File: config.mk
export PLATFORM = sky130hd
export DESIGN_NAME = mux_scan_sequencer
export DESIGN_NICKNAME = d
export VERILOG_FILES = /design/src/rtl/mux_scan_pkg.sv /design/src/rtl/dwell_counter.sv /design/src/rtl/mux_scan_sequencer.sv
export SDC_FILE = /design/constraint.sdc
export NUM_CORES = 1
export LEC_CHECK = 0
export BUFFER_PORTS_ARGS = -buffer_cell sky130_fd_sc_hd__buf_2
export CORE_ASPECT_RATIO = 1.2
export CORE_UTILIZATION = 45
export CTS_BUF_LIST = sky130_fd_sc_hd__clkbuf_8
export CTS_CLUSTER_DIAMETER = 30
export DETAILED_ROUTE_END_ITERATION = 7
export MAX_ROUTING_LAYER = met4
export PLACE_DENSITY_LB_ADDON = 0.12
export SETUP_SLACK_MARGIN = 0.05
export SLEW_MARGIN = 20
export SYNTH_ARGS = -nofsm -noshare
export SYNTH_HDL_FRONTEND = slang
export SYNTH_SLANG_ARGS = --single-unit
File: constraint.sdc
create_clock -name clk -period 4 [get_ports clk]
set_input_delay 0.2 -clock clk [delete_from_list [all_inputs] [get_ports clk]]
set_output_delay 0.2 -clock clk [all_outputs]
set_load 0.01 [all_outputs]
File: src/rtl/mux_scan_pkg.sv
// Shared types and constants for the mux scan sequencer and its dwell counter.
package mux_scan_pkg;

   localparam int NCH     = 4;
   localparam int SEL_W   = 2;
   localparam int DWELL_W = 4;

   typedef enum logic [1:0] {
      IDLE = 2'd0,
      SCAN = 2'd1,
      HOLD = 2'd2
   } state_t;

endpackage

File: src/rtl/dwell_counter.sv
// Up-counter that runs 0..LAST while enabled, pulses tc on its final count
// and wraps to zero on that same edge. clr forces the count back to zero.
module dwell_counter #(
   parameter int          W    = 4,
   parameter logic [W-1:0] LAST = '0
) (
   input  logic clk,
   input  logic rst_n,
   input  logic clr,
   input  logic en,
   output logic tc
);

   logic [W-1:0] cnt_q, cnt_d;

   // Terminal count is only meaningful while the counter is actually running.
   always_comb begin
      tc = en && (cnt_q == LAST);
   end

   // Next count: clear wins, otherwise advance and wrap on terminal count.
   always_comb begin
      cnt_d = cnt_q;
      if (clr) begin
         cnt_d = '0;
      end else if (en) begin
         cnt_d = tc ? '0 : cnt_q + W'(1);
      end
   end

   // Count register.
   always_ff @(posedge clk or negedge rst_n) begin
      if (!rst_n) cnt_q <= '0;
      else        cnt_q <= cnt_d;
   end

endmodule

File: src/rtl/mux_scan_sequencer.sv
// Steps the mux select through channels 0..3, holding each for DWELL cycles,
// samples the mux output at the end of each dwell and hands the assembled
// 4-bit frame downstream.
// Handshake: a frame transfers on a rising edge where frame_valid and
// frame_ready are both high; frame and frame_valid stay stable until then.
module mux_scan_sequencer
   import mux_scan_pkg::*;
#(
   parameter int DWELL = 2
) (
   input  logic             clk,
   input  logic             rst_n,
   input  logic             start,
   input  logic             cont,
   input  logic             y_in,
   output logic [SEL_W-1:0] sel,
   output logic [NCH-1:0]   frame,
   output logic             frame_valid,
   input  logic             frame_ready,
   output logic             busy
);

   localparam logic [DWELL_W-1:0] DWELL_LAST = DWELL_W'(DWELL - 1);

   state_t           state_q, state_d;
   logic [SEL_W-1:0] ch_q, ch_d;
   logic [NCH-2:0]   shadow_q, shadow_d;
   logic [NCH-1:0]   frame_q, frame_d;
   logic             frame_valid_q, frame_valid_d;
   logic             cnt_clr, cnt_en, cnt_tc;

   dwell_counter #(
      .W    (DWELL_W),
      .LAST (DWELL_LAST)
   ) u_dwell (
      .clk   (clk),
      .rst_n (rst_n),
      .clr   (cnt_clr),
      .en    (cnt_en),
      .tc    (cnt_tc)
   );

   // Next-state, channel stepping, sample capture and frame hand-off.
   always_comb begin
      state_d       = state_q;
      ch_d          = ch_q;
      shadow_d      = shadow_q;
      frame_d       = frame_q;
      frame_valid_d = frame_valid_q;
      cnt_clr       = 1'b0;
      cnt_en        = 1'b0;
      unique case (state_q)
         IDLE: begin
            if (start) begin
               state_d = SCAN;
               ch_d    = '0;
               cnt_clr = 1'b1;
            end
         end
         SCAN: begin
            cnt_en = 1'b1;
            if (cnt_tc) begin
               if (ch_q != SEL_W'(NCH - 1)) begin
                  shadow_d[ch_q] = y_in;
                  ch_d           = ch_q + SEL_W'(1);
               end else begin
                  // Last channel goes straight into the frame, skipping the shadow.
                  frame_d       = {y_in, shadow_q};
                  frame_valid_d = 1'b1;
                  state_d       = HOLD;
               end
            end
         end
         HOLD: begin
            if (frame_valid_q && frame_ready) begin
               frame_valid_d = 1'b0;
               ch_d          = '0;
               if (cont) begin
                  state_d = SCAN;
                  cnt_clr = 1'b1;
               end else begin
                  state_d = IDLE;
               end
            end
         end
         default: begin
            state_d = IDLE;
            ch_d    = '0;
         end
      endcase
   end

   // State, channel, shadow and output registers.
   always_ff @(posedge clk or negedge rst_n) begin
      if (!rst_n) begin
         state_q       <= IDLE;
         ch_q          <= '0;
         shadow_q      <= '0;
         frame_q       <= '0;
         frame_valid_q <= 1'b0;
      end else begin
         state_q       <= state_d;
         ch_q          <= ch_d;
         shadow_q      <= shadow_d;
         frame_q       <= frame_d;
         frame_valid_q <= frame_valid_d;
      end
   end

   // Outputs come straight from registers; the channel is parked at 0 in IDLE.
   always_comb begin
      sel         = ch_q;
      frame       = frame_q;
      frame_valid = frame_valid_q;
      busy        = (state_q != IDLE);
   end

endmodule

* Word-level counts from Yosys, hierarchy flattened
Index checks and enable logic that the tools add are counted.
** Word-level totals
- Logic and storage cells :: 58
- Output and inout port bits :: 8
- Memories kept :: 0
- Bits of input ports :: 6
- ROM bits :: 0
- Bits in registers :: 16
- Bits in writable memories :: 0
- Latch bits :: 0
** Operators by class
- Order comparisons :: 2
- Div/mod/pow operators :: 0
- Reductions and logical operators :: 12
- $mul :: 0
- Equal/unequal tests :: 9
- Shifts and indexed selects :: 0
- Bitwise operators :: 1
- $add $sub $neg :: 2
- Muxes and demuxes :: 26
** Operators with widths (count)
- two-way mux 2 bit :: 8
- two-way mux 4 bit :: 3
- case mux 2 bit (3 select lines) :: 2
- AND reduction 4 bit :: 3
- != test 2 bit (second input constant) :: 5
- two-way mux 1 bit :: 9
- AND reduction 3 bit :: 2
- nonzero test 2 bit :: 3
- adder 4 x 1 -> 4 bit (second input constant) :: 1
- == test 4 x 1 -> 1 bit (second input constant) :: 1
- case mux 1 bit (2 select lines) :: 2
- bitwise mux 3 bit :: 1
- logical AND 1 bit :: 3
- less-than comparator 2 x 3 -> 1 bit (second input constant) :: 1
- adder 2 x 1 -> 2 bit (second input constant) :: 1
- demux 1 bit (select 2 bit) :: 1
- == test 2 x 1 -> 1 bit (second input constant) :: 1
- == test 2 bit (second input constant) :: 1
- greater-or-equal comparator 2 x 1 -> 1 bit (second input constant) :: 1
- zero test 2 bit :: 1
- != test 2 x 1 -> 1 bit (second input constant) :: 1
- NOT 1 bit :: 1

* Logic depth before layout (Yosys ltp)
- Depth after elaboration :: 6
- Mapped depth :: 5
- Depth with buffers taken out :: 5

* Modules after synthesis
A second synthesis with hierarchy kept.
** Unflattened totals
- Cell total of the unflattened synthesis :: 75
- Area, all modules :: 849.6 um^2
** Modules (own cells, without submodules)
- mux_scan_sequencer :: cells an instance 52, sequential area each 300.3 um^2, area each 623.1 um^2, instances 1
- dwell_counter :: cells an instance 23, sequential area each 100.1 um^2, area each 226.5 um^2, instances 1

* Worst setup path before layout
OpenSTA, ideal clock, no wires.
- Path kind :: reg2reg
- Start point :: register ch_q[0] (netlist: sel[0])
- End point :: register shadow_q[0]
- Path slack :: 2372 ps
- Arrival time :: 1501 ps
- Path buffers :: 0
- Library setup time :: 127 ps
- Stages on the path, launching flop included :: 5
- Data required time :: 3873 ps
- Clock period less this slack :: 1628 ps
- Cells stage by stage :: dfrtp_1 -> ha_1 -> nor4b_4 -> nand3_1 -> mux2_1
** Between the ends
- Cells in the longest elaborated chain, start to end :: 5
- Elaborated cells between the ends (all ways) :: 8
- Those cells by class :: order compare (2); eq/ne (1); mux (3); reduce/logical (2)
** RTL lines
- start: declaration :: RTL line mux_scan_sequencer.sv:26 : logic [SEL_W-1:0] ch_q, ch_d;
- start signal: assignment :: RTL line mux_scan_sequencer.sv:103 : ch_q <= ch_d;
- less-than comparator 2 x 3 -> 1 bit (implied by the code) or greater-or-equal comparator 2 x 1 -> 1 bit (tied branches) :: RTL line mux_scan_sequencer.sv:64 : shadow_d[ch_q] = y_in;
- logical AND 1 bit (implied by the code) :: RTL line mux_scan_sequencer.sv:64
- two-way mux 1 bit (implied by the code) :: RTL line mux_scan_sequencer.sv:64
- demux 1 bit (select 2 bit) :: RTL line mux_scan_sequencer.sv:64
- bitwise mux 3 bit :: RTL line mux_scan_sequencer.sv:64
- end signal: assignment :: RTL line mux_scan_sequencer.sv:104 : shadow_q <= shadow_d;
- end: declaration :: RTL line mux_scan_sequencer.sv:27 : logic [NCH-2:0] shadow_q, shadow_d;
Parallel ways exist; a longest one is shown, timed or not.
A chain may end at the register's enable or synchronous reset.

* Worst setup path after layout
- Start point :: register ch_q[0] (netlist: sel[0])
- End point :: register shadow_q[1]
Same word-level chain as after synthesis.

==> summary.md <==
| Metric | Value |
|---|---|
| Sequential area share after synthesis | `44.8%` |
| Chip Width | `42.7 um` |
| CTS tree | `yes` |
| Antenna violations before repair | `0` |
| Mean area per synthesized cell | `11.2 um2` |
| Antenna diode count | `0` |
| CORE AREA | `1850 um2` |
| Clock latency at the later pin of the worst-skew pair | `0.25 ns` |
| Yosys top cell by area | `dfrtp_1` |
| Async set-or-reset flop fraction in the synthesized netlist | `100%` |
| Worst Setup End Kind | `flip-flop` |
| Synth warnings | `0` |
| Number of hold-slack violations in the final timing report | `0` |
| Library cells used by synthesis | `31` |
| Total global routing overflow | `0` |
| Final Cell Area | `1030 um2` |
| Number of global-route vias before repair | `601` |
| Vias | `649` |
| Top-area cell type share of the netlist area | `44.8%` |
| DP Area | `970 um2` |
| Final core utilization | `55.9%` |
| Fill cell instance count of the final layout | `163` |
| Share of post-route cells with drive strength above 1 | `21.1%` |
| Part of the power in registers | `43.2%` |
| Number of maximum-capacitance violations | `0` |
| Switching power as a share of total power | `36.6%` |
| Clock slew at the register clock pins of the worst setup and hold paths | `0.06 ns` |
| Clock Sink Count | `16` |
| Total GRT Usage | `17.7%` |
| Clock root buffer | `clkbuf_8` |
| Global-route wire length before repair | `2.76 mm` |
| Synth-to-Final Area Change | `15.7%` |
| Leakage Power | `0.502 nW` |
| Maximum number of pins on one net before global-route repair | `17` |
| Number of cells produced by synthesis | `80` |
| Final count of negative-setup-slack endpoints | `0` |
| Worst slew slack as a fraction of its limit | `74.2%` |
| Measured slew at the worst slew-check pin | `0.384 ns` |
| TritonCTS Buffers | `3` |
| Post-CTS setup buffer count | `0` |
| GP Congestion | `0.785` |
| Initial Util | `48.3%` |
| Largest cells by area after synthesis | `dfrtp_1 (45%), mux2_1 (8.8%), ha_1 (8.4%)` |
| Setup WS post-layout | `2.24 ns` |
| Number of enable flip-flop cells after synthesis | `0` |
| # rows | `17` |
| CP max stage delay | `0.44 ns` |
| Pwr Total | `729 uW` |
| I/O pin total | `14` |
| Net load switching power | `267 uW` |
| DP Worst Slack | `2.22 ns` |
| Number of DRC violations after detailed routing | `0` |
| Most frequently used cell type in the post-synthesis netlist | `dfrtp_1` |
| Maximum buffer depth of the clock tree | `2` |
| Detailed-route wire length | `1.64 mm` |
| Primary flip-flop cell chosen by synthesis mapping | `dfrtp_1` |
| Synthesis-stage register bit count | `16` |
| PostCTS Resize Cnt | `0` |
| Areal power density over the cells | `704 nW/um2` |
| Critical Path Slowest Stage Cell | `dfrtp_1` |
| Routed len/inst | `14.4 um` |
| Count of buffers inserted at the top-level ports | `13` |
| Via-per-instance ratio | `5.69` |
| Logic gate share of total power | `37.1%` |
| Final min period | `1.76 ns` |
| Die Footprint | `2170 um2` |
| Number of slew-limit violations in the final report | `0` |
| WP data arrival | `1.90 ns` |
| HPWL after detailed placement | `1.24 mm` |
| List of most frequent post-synthesis cells | `dfrtp_1 (16), mux2_1 (7), ha_1 (6), inv_1 (6), nand3_1 (4)` |
| Peak supply drop | `367 uV` |
| Unrepaired setup endpoints after global routing | `false` |
| Nature of the critical path startpoint | `flip-flop` |
| Netlist Area Pre-Place | `895 um2` |
| Pre-antenna DRT Iters | `4` |
| Cell Int Power | `462 uW` |
| Number of nets with antenna violations after routing | `0` |
| Number of nets in the finished design | `108` |
| Fraction of power consumed by the clock network | `19.7%` |
| H-tree levels | `1` |
| Iteration-0 DRC count of the detailed router | `11` |
| Setup total negative slack | `0 ns` |
| Die span in y | `50.8 um` |
| Hold bufs inserted after CTS | `1` |
| Worst hold path class | `input port to flip-flop` |
| Tcrit/Tclk final | `44.0%` |
| Required time at the worst-slack endpoint | `4.14 ns` |
| Top achievable clock speed | `569 MHz` |
| Clock Skew | `0.00361 ns` |
| Crit path cell chain | `ha_1, nor4b_4, nand3_1, mux2_1` |
| Post-Syn Nets | `92` |
| Maximum fanout along the worst path | `6` |
| Kind of critical path | `flip-flop to flip-flop` |
| Run status | `completed` |
[power by group through the flow]
stage,clock [mW],sequential [mW],combinational (mW)
after floorplan,0,0.312,0.192
after global placement,0,0.316,0.270
after detailed placement,0,0.319,0.271
after CTS,0.147,0.316,0.274
after global routing,0.155,0.330,0.303
final,0.144,0.315,0.270
[cell usage in the layout (no fill, tap or decap), drive strengths merged, types with 2 or more instances in the layout]
cell type / instances
dfrtp: 16
buf: 13
mux2: 7
inv: 6
ha: 6
nand3: 4
clkbuf: 4
and3: 3
nor2b: 3
nor3: 3
nand2: 3
nand2b: 2
nor3b: 2
a22o: 2
a211o: 2
o21ai: 2
a21oi: 2
[worst paths after layout]
kind / cells past startpoint / from / slack, ns / end
min in group asynchronous: 2 / rst_n / 0.38 / u_dwell.cnt_q[1]
setup / recovery: 4 / sel[0] / 2.24 / shadow_q[1]
setup reg to reg: 4 / sel[0] / 2.24 / shadow_q[1]
hold reg to reg: 1 / frame[0] / 0.48 / frame[0]
max in group asynchronous: 2 / rst_n / 3.35 / frame_valid
hold / removal: 2 / y_in / 0.20 / shadow_q[1]
[registers in the layout (all words and copies together) (netlist names)]
signal	cells
frame_valid	1
frame	4
sel	2
shadow_q	3
state_q	2
u_dwell.cnt_q	4
[layout make-up]
| cell class | instances | area, um2 | share of cell area, % |
|---|---|---|---|
| sequential | 16 | 400 | 38.7 |
| timing repair buffer | 14 | 75.1 | 7.26 |
| tap | 19 | 23.8 | 2.30 |
| clock buffer | 4 | 55.1 | 5.32 |
| inverter | 6 | 22.5 | 2.18 |
| multi-input combinational | 55 | 458 | 44.3 |
[critical path, delay by kind of cell (launching register included)]
kind	cells	cell delay, ns
fa+ha+maj	1	0.29
flops	1	0.44
mux	1	0.32
simple gates	2	0.59
[metal layers]
layer | GRT usage [%] | vias up | part of all wire [%]
met4 | 9.38 | 0 | 1.8
met1 | 22.7 | 317 | 49
met3 | 3.18 | 3 | 2.5
li1 | - | 319 | -
met2 | 26.5 | 10 | 47
met5 | - | - | 0
[per-stage QoR]
| stage | instances | hold slack [ns] |
|---|---|---|
| floorplan | 80 | -0.0956 |
| global route | 114 | 0.203 |
| detailed placement | 109 | 0.131 |
| global placement | 109 | 0.129 |
| CTS | 114 | 0.199 |
| finish | 114 | 0.198 |
[kinds of logic after synthesis]
family | Yosys count | share of synthesized area, %
flops | 16 | 44.8
compound gates | 14 | 11.9
simple gates | 28 | 22.1
mux | 7 | 8.81
buf+inv | 9 | 4.06
fa+ha+maj | 6 | 8.39
(Power assumes the default switching activity.)
